$ cat config.mk
export PLATFORM = sky130hd
export DESIGN_NAME = regfile_np
export DESIGN_NICKNAME = d
export VERILOG_FILES = /design/src/rtl/regfile_np.sv
export SDC_FILE = /design/constraint.sdc
export NUM_CORES = 1
export LEC_CHECK = 0
export CAP_MARGIN = 30
export CORE_UTILIZATION = 55
export CTS_CLUSTER_DIAMETER = 150
export DETAILED_ROUTE_END_ITERATION = 10
export DONT_BUFFER_PORTS = 1
export PLACE_DENSITY = 0.7
export REMOVE_ABC_BUFFERS = 1
export SETUP_SLACK_MARGIN = 0.3
export SYNTH_ARGS = -nofsm -noshare
export SYNTH_HDL_FRONTEND = slang
export SYNTH_SLANG_ARGS = --single-unit
$ cat constraint.sdc
create_clock -name clk -period 3.4 [get_ports clk]
set_input_delay 0.68 -clock clk [delete_from_list [all_inputs] [get_ports clk]]
set_output_delay 0.68 -clock clk [all_outputs]
set_load 0.01 [all_outputs]
$ cat src/rtl/regfile_np.sv
// Parametrised multi-port register file with a hardware clear sequencer,
// optional write-to-read bypass and optional hardwired-zero register 0.
module regfile_np #(
    parameter int DATA_W    = 16,
    parameter int ADDR_W    = 4,
    parameter int NUM_RD    = 2,
    parameter int BYPASS    = 1,
    parameter int ZERO_REG0 = 1
) (
    input  logic                     clk,
    input  logic                     rst_n,
    input  logic                     clear_req,
    input  logic [NUM_RD*ADDR_W-1:0] read_reg,
    output logic [NUM_RD*DATA_W-1:0] read_data,
    input  logic [ADDR_W-1:0]        write_reg,
    input  logic [DATA_W-1:0]        write_data,
    input  logic                     regWrite,
    output logic                     ready,
    output logic                     wr_dropped
);

    localparam int DEPTH = 1 << ADDR_W;

    typedef enum logic {
        S_CLEAR,
        S_READY
    } state_t;

    state_t            state;
    state_t            state_nxt;
    logic [ADDR_W-1:0] cnt;
    logic [ADDR_W-1:0] cnt_nxt;
    logic [DATA_W-1:0] mem [DEPTH];
    logic              zero_hit;
    logic              commit;

    assign ready    = (state == S_READY);
    assign zero_hit = (ZERO_REG0 != 0) && (write_reg == '0);
    assign commit   = ready && !clear_req && regWrite && !zero_hit;

    always_ff @(posedge clk or negedge rst_n) begin
        if (!rst_n) begin
            state      <= S_CLEAR;
            cnt        <= '0;
            wr_dropped <= 1'b0;
        end else begin
            state      <= state_nxt;
            cnt        <= cnt_nxt;
            wr_dropped <= regWrite && (!ready || clear_req);
        end
    end

    always_comb begin
        state_nxt = state;
        cnt_nxt   = cnt;
        unique case (state)
            S_CLEAR: begin
                cnt_nxt = cnt + 1'b1;
                if (&cnt) begin
                    state_nxt = S_READY;
                    cnt_nxt   = '0;
                end
            end
            S_READY: begin
                if (clear_req) begin
                    state_nxt = S_CLEAR;
                    cnt_nxt   = '0;
                end
            end
            default: begin
                state_nxt = S_CLEAR;
                cnt_nxt   = '0;
            end
        endcase
    end

    // Storage carries no reset; the sequencer zeroes it one entry per edge.
    always_ff @(posedge clk) begin
        if (state == S_CLEAR) begin
            mem[cnt] <= '0;
        end else if (commit) begin
            mem[write_reg] <= write_data;
        end
    end

    for (genvar k = 0; k < NUM_RD; k++) begin : g_rd
        logic [ADDR_W-1:0] addr;
        logic [DATA_W-1:0] data;

        assign addr = read_reg[k*ADDR_W +: ADDR_W];
        assign read_data[k*DATA_W +: DATA_W] = data;

        always_comb begin
            data = mem[addr];
            if (!ready) begin
                data = '0;
            end else if ((ZERO_REG0 != 0) && (addr == '0)) begin
                data = '0;
            end else if ((BYPASS != 0) && commit && (addr == write_reg)) begin
                data = write_data;
            end
        end
    end

endmodule

==> flow_metrics.env <==
export IMPL_status="completed"
export IMPL_rsz0062_at_grt="no"
export IMPL_antenna_found_initial=0
export IMPL_grt_pass1_wl_mm=47.5
export IMPL_path_clk_slew_ns=0.06
export IMPL_rows=55
export IMPL_peakVddDrop_uv=486
export IMPL_grt_max_degree=67
export IMPL_fin_crit_sh=0.866
export IMPL_routed_wl_mm=31.6
export IMPL_placed_cell_area_mm2=0.0133
export IMPL_core_mm2=0.0228
export IMPL_crit_path_end_kind="primary output"
export IMPL_clock_fmax_mhz=340
export IMPL_ioPinCount=66
export IMPL_final_cell_mix="256 x edfxtp_1, 128 x mux4_2, 50 x mux2i_1, 32 x buf_4, 29 x clkbuf_16"
export IMPL_stdcell_count=1039
export IMPL_drive_gt1_frac=0.329
export IMPL_insertion_delay_ns=0.54
export IMPL_nFillCells=1608
export IMPL_total_power_mw=9.63
export IMPL_hold_class="input pin to flip-flop"
export IMPL_fin_worst_skew_ns=0.00710
export IMPL_place_inst=985
export IMPL_cts_tree="done"
export IMPL_avgSynthCellArea_um2=18.5
export IMPL_synthToLayoutAreaGrowth_pct=10.5
export IMPL_swShare=0.263
export IMPL_ys_seq_elements=262
export IMPL_hpwl_mm=17.7
export IMPL_async_flop_share=0.0229
export IMPL_finalCriticalPeriod_ns=2.95
export IMPL_combPwrFrac=0.194
export IMPL_place_gp_congestion=0.767
export IMPL_drv_cap=0
export IMPL_setup_viol=0
export IMPL_p_int_mw=7.10
export IMPL_layout_setup_ws_ns=0.455
export IMPL_cp_max_fo=16
export IMPL_vias_per_cell=6.92
export IMPL_ys_types=44
export IMPL_fin_util=0.624
export IMPL_clockBufferDepth=3
export IMPL_fin_tns_setup_ns=0
export IMPL_yosysWarnings=0
export IMPL_cts_sinks=262
export IMPL_synth_edf_count=256
export IMPL_initial_core_util=0.565
export IMPL_crit_type="flip-flop to primary output"
export IMPL_finalInstanceArea_mm2=0.0143
export IMPL_synth_ff_type="edfxtp_1"
export IMPL_drc_errors=0
export IMPL_die_x_um=155
export IMPL_dieArea_mm2=0.0241
export IMPL_grt_pass1_vias=7824
export IMPL_post_drt_wl_per_cell_um=30.4
export IMPL_htree_levels=1
export IMPL_worst_pin_slew_ns=0.627
export IMPL_firstDrtPassIters=5
export IMPL_arrival_ns=2.27
export IMPL_p_leak_nw=4.55
export IMPL_final_common_cell="edfxtp_1"
export IMPL_nets=737
export IMPL_cts_buffers=29
export IMPL_power_share_clock=0.338
export IMPL_p_switching_mw=2.53
export IMPL_ant_nets=0
export IMPL_syn_area_mm2=0.0129
export IMPL_synth_largest_area_cell="edfxtp_1"
export IMPL_vias=7190
export IMPL_relSlewSlack=0.580
export IMPL_start_kind="flip-flop"
export IMPL_cp_required_ns=2.72
export IMPL_drtIter0Drc=710
export IMPL_die_h_um=155
export IMPL_drv_slew=0
export IMPL_synth_area_leaders="edfxtp_1 60%, mux4_2 22%, mux2i_1 3.9%"
export IMPL_portBuffers=0
export IMPL_num_antenna_cells=0
export IMPL_grt_overflow=0
export IMPL_power_frac_seq=0.469
export IMPL_cts_setup_buffers=0
export IMPL_synth_top_area_frac=0.595
export IMPL_finalHoldWorstSlack_ns=0.224
export IMPL_syn_inst=698
export IMPL_p_per_area_mw_per_mm2=676
export IMPL_grtUsageTotal=0.276
export IMPL_root_buffer="clkbuf_16"
export IMPL_hold_viol=0
export IMPL_seq_area_frac_synth=0.607
export IMPL_post_place_ws_ns=0.171
## worst paths after layout
| check | slack [ns] | start | cells past startpoint | endpoint |
|---|---|---|---|---|
| worst max-delay path | 0.45 | ready | 5 | read_data[14] |
| worst min-delay path | 0.22 | clear_req | 1 | cnt[3] |
| worst max register to register | 1.11 | ready | 6 | mem[14][8] |
| worst min register to register | 0.60 | cnt[3] | 2 | cnt[3] |
| max in group asynchronous | 2.74 | rst_n | 1 | cnt[1] |
| min in group asynchronous | 0.45 | rst_n | 1 | wr_dropped |
## worst max-delay path: stages, from the launching register on
cell      delay [ns]
dfrtp_1         0.35
nand3b_1        0.16
nor2_4          0.41
and2_1          0.19
buf_4           0.33
a22o_1          0.28
## final cells by class
type	instances	area, µm²	share of cell area
flip-flops and latches	262	7840	0.550
multi-input cells	375	4780	0.335
clock buffers	34	744	0.0522
well taps	313	392	0.0275
repair buffers	33	250	0.0175
clock inverters	19	248	0.0174
inverters	3	11.3	0.000790
## sequential cells by signal (all words and copies together) (netlist names)
register	cells
cnt	4
mem	256
wr_dropped	1
ready	1
## power groups by stage
| stage | Clock, mW | Combinational, mW | Sequential [mW] |
|---|---|---|---|
| 6_report | 3.25 | 1.87 | 4.52 |
| 5_1_grt | 3.40 | 1.98 | 4.58 |
| 4_1_cts | 3.29 | 1.87 | 4.52 |
| 3_5_place_dp | 0 | 1.86 | 4.58 |
| 3_3_place_gp | 0 | 1.83 | 4.50 |
| 2_1_floorplan | 0 | 1.22 | 4.48 |
## kinds of logic (layout without fill, tap and decap cells)
kind of cell,after synthesis,count (layout),synth area share
buffers and inverters,61,89,0.0271
DFF,262,262,0.607
adders and majority gates,1,1,0.000969
and+or+nand+nor,102,102,0.0422
muxes,194,194,0.276
AOI/OAI and AO/OA,69,69,0.0406
xor gates and xnor gates,9,9,0.00611
## what timing repair did
item	4_1_cts	5_1_grt
hold endpoints to repair	6	0
gates cloned	0	0
setup endpoints to repair	16	16
resized for setup	1	1
pin swaps	0	0
hold buffers	1	0
## cell usage after synthesis (2+ instances only)
cell type / count
clkbuf_1: 17
a211o_1: 15
nor3b_1: 2
mux2_2: 16
inv_1: 3
a21o_1: 3
buf_4: 15
a22o_1: 2
dfrtp_1: 6
xor2_1: 8
nand3_1: 16
a21oi_1: 2
nor2_1: 20
buf_12: 2
mux2i_1: 50
nor2b_1: 17
buf_1: 3
o41ai_1: 2
a31oi_1: 3
buf_2: 20
mux4_2: 128
nand3b_1: 2
nand2_1: 21
edfxtp_1: 256
and2_1: 17
a32o_1: 15
o22ai_1: 2
o21ai_0: 3
o21ai_1: 17
## routing by layer
metal | GRT usage | up-vias | part of all wire
li1 | - | 2954 | -
met2 | 0.461 | 340 | 0.51
met5 | 0 | - | 0
met4 | 0.0957 | 0 | 0.028
met1 | 0.376 | 3827 | 0.38
met3 | 0.0409 | 69 | 0.081
Power figures use the tool's default switching activity.
